**src/rtl/mastermind_pkg.sv**
```systemverilog
// Shared Mastermind constants, feedback codes and scorer state encoding.
package mastermind_pkg;

    localparam int NUM_SLOTS = 4;
    localparam int COLOR_W   = 3;
    localparam int ROW_W     = NUM_SLOTS * COLOR_W;
    localparam int FB_W      = 2 * NUM_SLOTS;
    localparam int IDX_W     = 2;
    localparam int CNT_W     = 3;

    localparam logic [COLOR_W-1:0] COLOR_EMPTY = '0;
    localparam logic [IDX_W-1:0]   IDX_LAST    = IDX_W'(NUM_SLOTS - 1);

    localparam logic [1:0] FB_NONE    = 2'b00;
    localparam logic [1:0] FB_PRESENT = 2'b01;
    localparam logic [1:0] FB_EXACT   = 2'b10;

    typedef enum logic [1:0] {
        ST_IDLE,
        ST_EXACT,
        ST_PARTIAL,
        ST_DONE
    } state_e;

    function automatic logic [COLOR_W-1:0] get_color(
        input logic [ROW_W-1:0] row,
        input int               k
    );
        return row[k*COLOR_W +: COLOR_W];
    endfunction

endpackage

```
**src/rtl/mastermind_slot_search.sv**
```systemverilog
// Combinational lowest-index finder of an unconsumed answer slot of a colour.
module mastermind_slot_search
    import mastermind_pkg::*;
(
    input  logic [COLOR_W-1:0]   color,
    input  logic [ROW_W-1:0]     answer,
    input  logic [NUM_SLOTS-1:0] consumed,
    output logic                 found,
    output logic [IDX_W-1:0]     j
);

    always_comb begin
        found = 1'b0;
        j     = '0;
        // Scan downward so the lowest matching index wins.
        for (int k = NUM_SLOTS - 1; k >= 0; k--) begin
            if (!consumed[k] && color != COLOR_EMPTY &&
                get_color(answer, k) == color) begin
                found = 1'b1;
                j     = IDX_W'(k);
            end
        end
    end

endmodule

```
**src/rtl/mastermind_scorer.sv**
```systemverilog
// Sequential Mastermind scorer: exact pass then present pass, one slot per cycle.
module mastermind_scorer
    import mastermind_pkg::*;
(
    input  logic             Clk,
    input  logic             Reset,
    input  logic             start,
    input  logic [ROW_W-1:0] guess,
    input  logic [ROW_W-1:0] answer,
    output logic             busy,
    output logic             done,
    output logic [FB_W-1:0]  feedback,
    output logic [CNT_W-1:0] exact_cnt,
    output logic [CNT_W-1:0] present_cnt,
    output logic             win
);

    state_e               state_q, state_d;
    logic [IDX_W-1:0]     idx_q, idx_d;
    logic [ROW_W-1:0]     g_q, g_d;
    logic [ROW_W-1:0]     a_q, a_d;
    logic [NUM_SLOTS-1:0] consumed_q, consumed_d;
    logic [FB_W-1:0]      fb_w_q, fb_w_d;
    logic [CNT_W-1:0]     ex_w_q, ex_w_d;
    logic [CNT_W-1:0]     pr_w_q, pr_w_d;
    logic [FB_W-1:0]      fb_out_q, fb_out_d;
    logic [CNT_W-1:0]     ex_out_q, ex_out_d;
    logic [CNT_W-1:0]     pr_out_q, pr_out_d;
    logic                 win_q, win_d;

    logic [COLOR_W-1:0]   cur_g;
    logic [COLOR_W-1:0]   cur_a;
    logic [1:0]           cur_fb;
    logic                 hit;
    logic [IDX_W-1:0]     hit_j;

    assign cur_g  = get_color(g_q, int'(idx_q));
    assign cur_a  = get_color(a_q, int'(idx_q));
    assign cur_fb = fb_w_q[2*int'(idx_q) +: 2];

    mastermind_slot_search u_search (
        .color    (cur_g),
        .answer   (a_q),
        .consumed (consumed_q),
        .found    (hit),
        .j        (hit_j)
    );

    always_comb begin
        state_d    = state_q;
        idx_d      = idx_q;
        g_d        = g_q;
        a_d        = a_q;
        consumed_d = consumed_q;
        fb_w_d     = fb_w_q;
        ex_w_d     = ex_w_q;
        pr_w_d     = pr_w_q;
        fb_out_d   = fb_out_q;
        ex_out_d   = ex_out_q;
        pr_out_d   = pr_out_q;
        win_d      = win_q;
        unique case (state_q)
            ST_IDLE: begin
                if (start) begin
                    g_d        = guess;
                    a_d        = answer;
                    idx_d      = '0;
                    consumed_d = '0;
                    fb_w_d     = '0;
                    ex_w_d     = '0;
                    pr_w_d     = '0;
                    state_d    = ST_EXACT;
                end
            end
            ST_EXACT: begin
                if (cur_g == cur_a && cur_g != COLOR_EMPTY) begin
                    fb_w_d[2*int'(idx_q) +: 2] = FB_EXACT;
                    consumed_d[idx_q]          = 1'b1;
                    ex_w_d                     = ex_w_q + 3'd1;
                end
                if (idx_q == IDX_LAST) begin
                    idx_d   = '0;
                    state_d = ST_PARTIAL;
                end else begin
                    idx_d = idx_q + 2'd1;
                end
            end
            ST_PARTIAL: begin
                if (cur_fb != FB_EXACT && cur_g != COLOR_EMPTY && hit) begin
                    fb_w_d[2*int'(idx_q) +: 2] = FB_PRESENT;
                    consumed_d[hit_j]          = 1'b1;
                    pr_w_d                     = pr_w_q + 3'd1;
                end
                if (idx_q == IDX_LAST) begin
                    // Publish on the final edge so results are valid with done.
                    fb_out_d = fb_w_d;
                    ex_out_d = ex_w_q;
                    pr_out_d = pr_w_d;
                    win_d    = (ex_w_q == CNT_W'(NUM_SLOTS));
                    state_d  = ST_DONE;
                end else begin
                    idx_d = idx_q + 2'd1;
                end
            end
            ST_DONE: begin
                state_d = ST_IDLE;
            end
            default: begin
                state_d = ST_IDLE;
            end
        endcase
    end

    always_ff @(posedge Clk) begin
        if (!Reset) begin
            state_q    <= ST_IDLE;
            idx_q      <= '0;
            g_q        <= '0;
            a_q        <= '0;
            consumed_q <= '0;
            fb_w_q     <= '0;
            ex_w_q     <= '0;
            pr_w_q     <= '0;
            fb_out_q   <= '0;
            ex_out_q   <= '0;
            pr_out_q   <= '0;
            win_q      <= 1'b0;
        end else begin
            state_q    <= state_d;
            idx_q      <= idx_d;
            g_q        <= g_d;
            a_q        <= a_d;
            consumed_q <= consumed_d;
            fb_w_q     <= fb_w_d;
            ex_w_q     <= ex_w_d;
            pr_w_q     <= pr_w_d;
            fb_out_q   <= fb_out_d;
            ex_out_q   <= ex_out_d;
            pr_out_q   <= pr_out_d;
            win_q      <= win_d;
        end
    end

    assign busy        = (state_q == ST_EXACT) || (state_q == ST_PARTIAL);
    assign done        = (state_q == ST_DONE);
    assign feedback    = fb_out_q;
    assign exact_cnt   = ex_out_q;
    assign present_cnt = pr_out_q;
    assign win         = win_q;

endmodule

```
**config.mk**
```make
export PLATFORM = sky130hd
export DESIGN_NAME = mastermind_scorer
export DESIGN_NICKNAME = d
export VERILOG_FILES = /design/src/rtl/mastermind_pkg.sv /design/src/rtl/mastermind_slot_search.sv /design/src/rtl/mastermind_scorer.sv
export SDC_FILE = /design/constraint.sdc
export NUM_CORES = 1
export LEC_CHECK = 0
export BUFFER_PORTS_ARGS = -buffer_cell sky130_fd_sc_hd__buf_4
export CAP_MARGIN = 5
export CORE_UTILIZATION = 42
export DETAILED_ROUTE_END_ITERATION = 6
export HOLD_SLACK_MARGIN = 0.06
export SLEW_MARGIN = 5
export SYNTH_ARGS = -nofsm -noshare
export SYNTH_HDL_FRONTEND = slang
export SYNTH_SLANG_ARGS = --single-unit
```
**constraint.sdc**
```tcl
create_clock -name Clk -period 8.3 [get_ports Clk]
set_input_delay 0.415 -clock Clk [delete_from_list [all_inputs] [get_ports Clk]]
set_output_delay 0.415 -clock Clk [all_outputs]
set_load 0.01 [all_outputs]
```
=== After elaboration in Yosys (flattened, before gate mapping) ===
Index checks and enable logic that the tools add are counted.
W data, S select, Z words.

* Register bits: 61

* Add/sub/neg operators: 4
* Multipliers: 1
* Order comparisons: 4
* Eq/ne operators: 17
* Shift-type cells: 6
* Multiplexer cells: 35
* Bitwise gates (word level): 2
* Reduce and logical (&&, ||, !) cells: 31

{| class="wikitable"
|+ Operators by type and width
! cell !! count
|-
| $shiftx A2 B33 Y8 const A || 2
|-
| $neg A3 Y33 || 1
|-
| $shift A2 B33 Y8 const A || 1
|-
| $shiftx A12 B32 Y3 || 1
|-
| $mux W8 || 3
|-
| $pmux W8 S3 || 1
|-
| $mux W2 || 10
|-
| $bwmux W8 || 2
|-
| $eq A3 B3 Y1 || 5
|-
| $ne A2 B2 Y1 const B || 7
|-
| $logic_and A1 B1 Y1 || 13
|-
| $mux W4 || 3
|-
| $pmux W3 S2 || 2
|-
| $pmux W4 S3 || 1
|-
| $reduce_and A3 Y1 || 4
|-
| $shiftx A12 B5 Y3 || 1
|-
| $mux W3 || 3
|-
| $or A4 B4 Y4 || 2
|-
| $pmux W2 S4 || 1
|-
| $shiftx A8 B4 Y2 || 1
|-
| $add A3 B1 Y3 const B || 2
|-
| $eq A2 B2 Y1 const B || 3
|-
| $lt A2 B3 Y1 const B || 2
|-
| $mux W1 || 6
|-
| 14 further kinds || 23
|}

=== Longest topological paths before layout ===
* Depth in word-level cells: 16
* Gate-level depth with buffers: 10
* Gate-level depth less buffers: 8

=== Cells and area by module ===
A second synthesis with hierarchy kept.

* Cell total of the unflattened synthesis: 396
* Area total of the unflattened synthesis: 3319.4 um2

{| class="wikitable"
|+ Modules (own cells, without submodules)
! module !! instances !! cells each !! area an instance (um2) !! sequential area each (um2)
|-
| mastermind_scorer || 1 || 364 || 3060.4 || 1221.2
|-
| mastermind_slot_search || 1 || 32 || 259.0 || 0.0
|}

=== Worst setup path after synthesis ===
OpenSTA, ideal clock, no wires.

* Path type: reg2reg
* Start point: register idx_q[0]
* End point: register consumed_q[2]
* Library setup time: 115 ps
* Arrival time: 2671 ps
* Required time: 8185 ps
* Slack: 5514 ps
* Stages on the path, launching flop included: 9
* Cells stage by stage: dfxtp_1 mux4_2 buf_6 or3b_1 a211o_1 a211oi_2 o41ai_1 a31oi_1 o21ba_1

* Longest elaborated chain between the ends: 16
* Elaborated cells between the ends (all ways): 48

{| class="wikitable"
|+ RTL lines
! what !! line !! text
|-
| from (decl) || mastermind_scorer.sv:19 || <nowiki>logic [IDX_W-1:0] idx_q, idx_d;</nowiki>
|-
| from (signal assigned) || mastermind_scorer.sv:130 || <nowiki>idx_q <= idx_d;</nowiki>
|-
| $mul A2 B2 Y4 || mastermind_pkg.sv:29 || <nowiki>return row[k*COLOR_W +: COLOR_W];</nowiki>
|-
| $shiftx A12 B32 Y3 || mastermind_pkg.sv:29 ||
|-
| $reduce_bool A3 Y1 || mastermind_slot_search.sv:17, mastermind_scorer.sv:76, mastermind_scorer.sv:89 ||
|-
| $logic_and A1 B1 Y1 (2 in a row) || mastermind_slot_search.sv:17 || <nowiki>if (!consumed[k] && color != COLOR_EMPTY &&</nowiki>
|-
| $mux W2 (4 in a row) || mastermind_slot_search.sv:17 ||
|-
| $lt A2 B3 Y1 (implied by the code) / $ge A2 B1 Y1 (equally long branches) || mastermind_scorer.sv:91 || <nowiki>consumed_d[hit_j] = 1'b1;</nowiki>
|-
| $logic_and A1 B1 Y1 (implied by the code) || mastermind_scorer.sv:91 ||
|-
| $mux W1 (implied by the code) || mastermind_scorer.sv:91 ||
|-
| $demux W1 S2 || mastermind_scorer.sv:91 ||
|-
| $or A4 B4 Y4 (no line) || n/a ||
|-
| $mux W4 || mastermind_scorer.sv:89 || <nowiki>if (cur_fb != FB_EXACT && cur_g != COLOR_EMPTY && hit) begin</nowiki>
|-
| $pmux W4 S3 || mastermind_scorer.sv:62 || <nowiki>unique case (state_q)</nowiki>
|-
| to (signal assigned) || mastermind_scorer.sv:133 || <nowiki>consumed_q <= consumed_d;</nowiki>
|-
| to (decl) || mastermind_scorer.sv:22 || <nowiki>logic [NUM_SLOTS-1:0] consumed_q, consumed_d;</nowiki>
|}

Several ways; a longest one is shown, not always the timed one. The select of a mux whose other input is x is not followed.
A chain may end at the register's enable or synchronous reset.

=== Final worst setup path ===
Same ends and word-level chain as after synthesis.

==> results.json <==
{
  "outcome": "finished clean",
  "yosysMostFrequentCell": "nand2_1",
  "wl_mm": 7.668,
  "nFillCells": 756,
  "yosys.area_share.adder_pct": 4.377,
  "synth_top_cell_by_area": "dfxtp_1",
  "max_freq_ghz": 0.2702,
  "worstSetupStartpointType": "flip-flop",
  "final_cells": 519,
  "period_minus_slack_ns": 3.701,
  "wire_per_inst_um": 14.77,
  "cts_hold_buf": 0,
  "io_pins": 44,
  "layout-drive-gt1-share_pct": 17.62,
  "insertedDiodeCount": 0,
  "synthArstFlopShare_pct": 0,
  "wl_met1_mm": 3.663,
  "fin_crit_sh_pct": 44.58,
  "dr_wl_met3_um": 414,
  "clock_skew_ns": 0.01265,
  "synth_top_family_by_area": "compound AO/OA/AOI/OAI gates",
  "dieArea_mm2": 0.007837,
  "place_inst": 503,
  "via_count": 2870,
  "dr.first_iter.drc_count": 230,
  "cts-buffers-inserted": 9,
  "drt_pre_antenna_iters": 6,
  "synth_seq_area_share_pct": 38.84,
  "cts.sinks": 61,
  "insertion_delay_ns": 0.35,
  "post_cts_buffers": 0,
  "syn-num-nets": 423,
  "synth_xor_area_share_pct": 4.178,
  "synth_simple_gate_area_share_pct": 19.06,
  "crit_fanout": 15,
  "dp_slack_ns": 4.593,
  "end_kind": "flip-flop",
  "synth.distinct_cells": 44,
  "synth_top_area_share_pct": 38.84,
  "peakVddDrop_uv": 189.4,
  "ys.flop_type": "dfxtp_1",
  "cpPeakStageDelay_ns": 1.07,
  "antenna_found_initial": 0,
  "nets": 453,
  "cts_root_buffer": "clkbuf_8",
  "routed.top_layer": "met4",
  "fp.dieH_um": 88.53,
  "io_buffer_count": 43,
  "synth_edf_count": 0,
  "finalHoldViolCount": 0,
  "synthCells": 385,
  "synth.area.mux_share_pct": 5.332,
  "cts_buffer_depth": 2,
  "slowest_stage": "o41ai_2",
  "fin_setup_tns_ns": 0,
  "crit_arrival_ns": 3.98,
  "crit_start": "idx_q[0]",
  "critPathTopFamily": "compound AO/OA/AOI/OAI gates",
  "tightest_slew_ns": 1.191,
  "path_cells": "mux4_2, xor2_1, nor4_1, a21o_1, o41ai_2, a31oi_1, o21ba_1",
  "critPathKind": "flip-flop to flip-flop",
  "p_leak_nw": 1.428,
  "finalMaxSlewViolations": 0,
  "grt_max_degree": 41,
  "rsz0062_at_grt": "no",
  "grt_pass1_vias": 2664,
  "cp_num_buf_inv": 0,
  "cp_data_required_time_ns": 8.58,
  "slew_headroom_pct": 19.74,
  "grt_pass1_wl_mm": 12.88,
  "synth_compound_area_share_pct": 22.32,
  "start_util_pct": 43.35,
  "netlist_area_mm2": 0.003144,
  "vias_per_cell": 5.530,
  "cts-htree-levels": 3,
  "core_mm2": 0.007253,
  "cts_resized": 0,
  "worst_slack_ns": 4.599,
  "maxCapViolCount": 0,
  "rr_startpoint": "idx_q[0]",
  "num_rows": 31,
  "utilization_pct": 50.82,
  "post-route-drc-count": 0,
  "synth_common_cells": "nand2_1, dfxtp_1, a21oi_1, o21ai_0",
  "ys_top_cells_by_area": "dfxtp_1, a21oi_1, nand2_1",
  "postRouteAntennaNets": 0,
  "grt_overflow": 0,
  "dp.final_hpwl_mm": 5.385,
  "cts_tree": "built",
  "ys_seq_elements": 61,
  "track_usage_pct": 21.60,
  "yosys_warnings": 0,
  "setup_viol": 0,
  "powerDensity_mw_per_mm2": 264.3,
  "syn_avg_cell_area_um2": 8.167,
  "die_x_um": 88.53,
  "area_growth_pct": 17.23,
  "clk_pin_slew_ns": 0.07,
  "wl_met2_mm": 3.504,
  "min_from": "guess[11]",
  "hold_path_class": "input pin to flip-flop",
  "globalplace.congestion": 0.8672
}
final timing paths:
check	end	slack, ns	depth (start not counted)
hold / removal	g_q[11]	0.31	3
setup reg to reg	consumed_q[2]	4.60	7
setup / recovery	consumed_q[2]	4.60	7
hold reg to reg	win	0.46	2
metal layers:
metal / GRT usage (%) / vias up
li1: - / 1417
met1: 29.53 / 1366
met5: 0 / -
met2: 33.71 / 80
met3: 5.877 / 7
met4: 5.718 / 0
state kept, by name, indices dropped and copies added (netlist names):
| signal | cells |
|---|---|
| a_q | 12 |
| consumed_q | 4 |
| ex_w_q | 3 |
| exact_cnt | 3 |
| fb_w_q | 8 |
| feedback | 8 |
| g_q | 12 |
| idx_q | 2 |
| pr_w_q | 3 |
| present_cnt | 3 |
| state_q | 2 |
| win | 1 |
worst min-delay path: stages:
cell and delay [ns]:
buf_4 0.11, nand2_1 0.04, a21oi_1 0.05
cell type report:
class / count / area [um^2] / share of cell area [%]
Sequential cell: 61 / 1221 / 33.13
Clock inverter: 7 / 66.31 / 1.799
Multi-Input combinational cell: 280 / 1745 / 47.35
Clock buffer: 9 / 123.9 / 3.360
Inverter: 18 / 67.56 / 1.833
Tap cell: 99 / 123.9 / 3.360
Timing Repair Buffer: 45 / 337.8 / 9.165
power breakdown:
group          total (W)  switching [W]  internal (W)  leakage [nW]
clock network   0.000256       0.000120      0.000137        0.0987
registers       0.000361      0.0000353      0.000325         0.496
logic           0.000357       0.000226      0.000131         0.834
total           0.000974       0.000381      0.000593          1.43
placed cells by master (no fill, tap or decap), drive strengths merged, types with 2 or more instances in the layout:
cell type  count
a211o          2
a211oi         4
a21o           2
a21oi         58
a31o           2
a31oi          7
a32o           4
and3           5
buf           45
clkbuf         9
clkinv         5
dfxtp         61
ha            11
inv           18
mux4           7
nand2         67
nand2b         8
nand3         13
nand3b         4
nand4          2
nand4b         2
nor2          14
nor3           5
nor4           2
o21ai         29
o311ai         2
o41a           2
o41ai          3
or4            2
xnor2          5
xor2          10
through the flow:
stage          hold slack, ns  total power [W]  cell area, um^2
3_3_place_gp           0.4470        0.0007186             3496
4_1_cts                0.3021        0.0009785             3686
5_1_grt                0.2958         0.001045             3686
6_report               0.3123        0.0009743             3686
2_1_floorplan          0.4331        0.0006382             3144
3_5_place_dp           0.4499        0.0007210             3496
logic make-up after synthesis:
kind of cell,Yosys count
AOI/OAI and AO/OA,117
xor gates and xnor gates,15
adders and majority gates,11
buffers and inverters,44
DFF,61
muxes,8
and+or+nand+nor,129
Power figures use the tool's default switching activity.
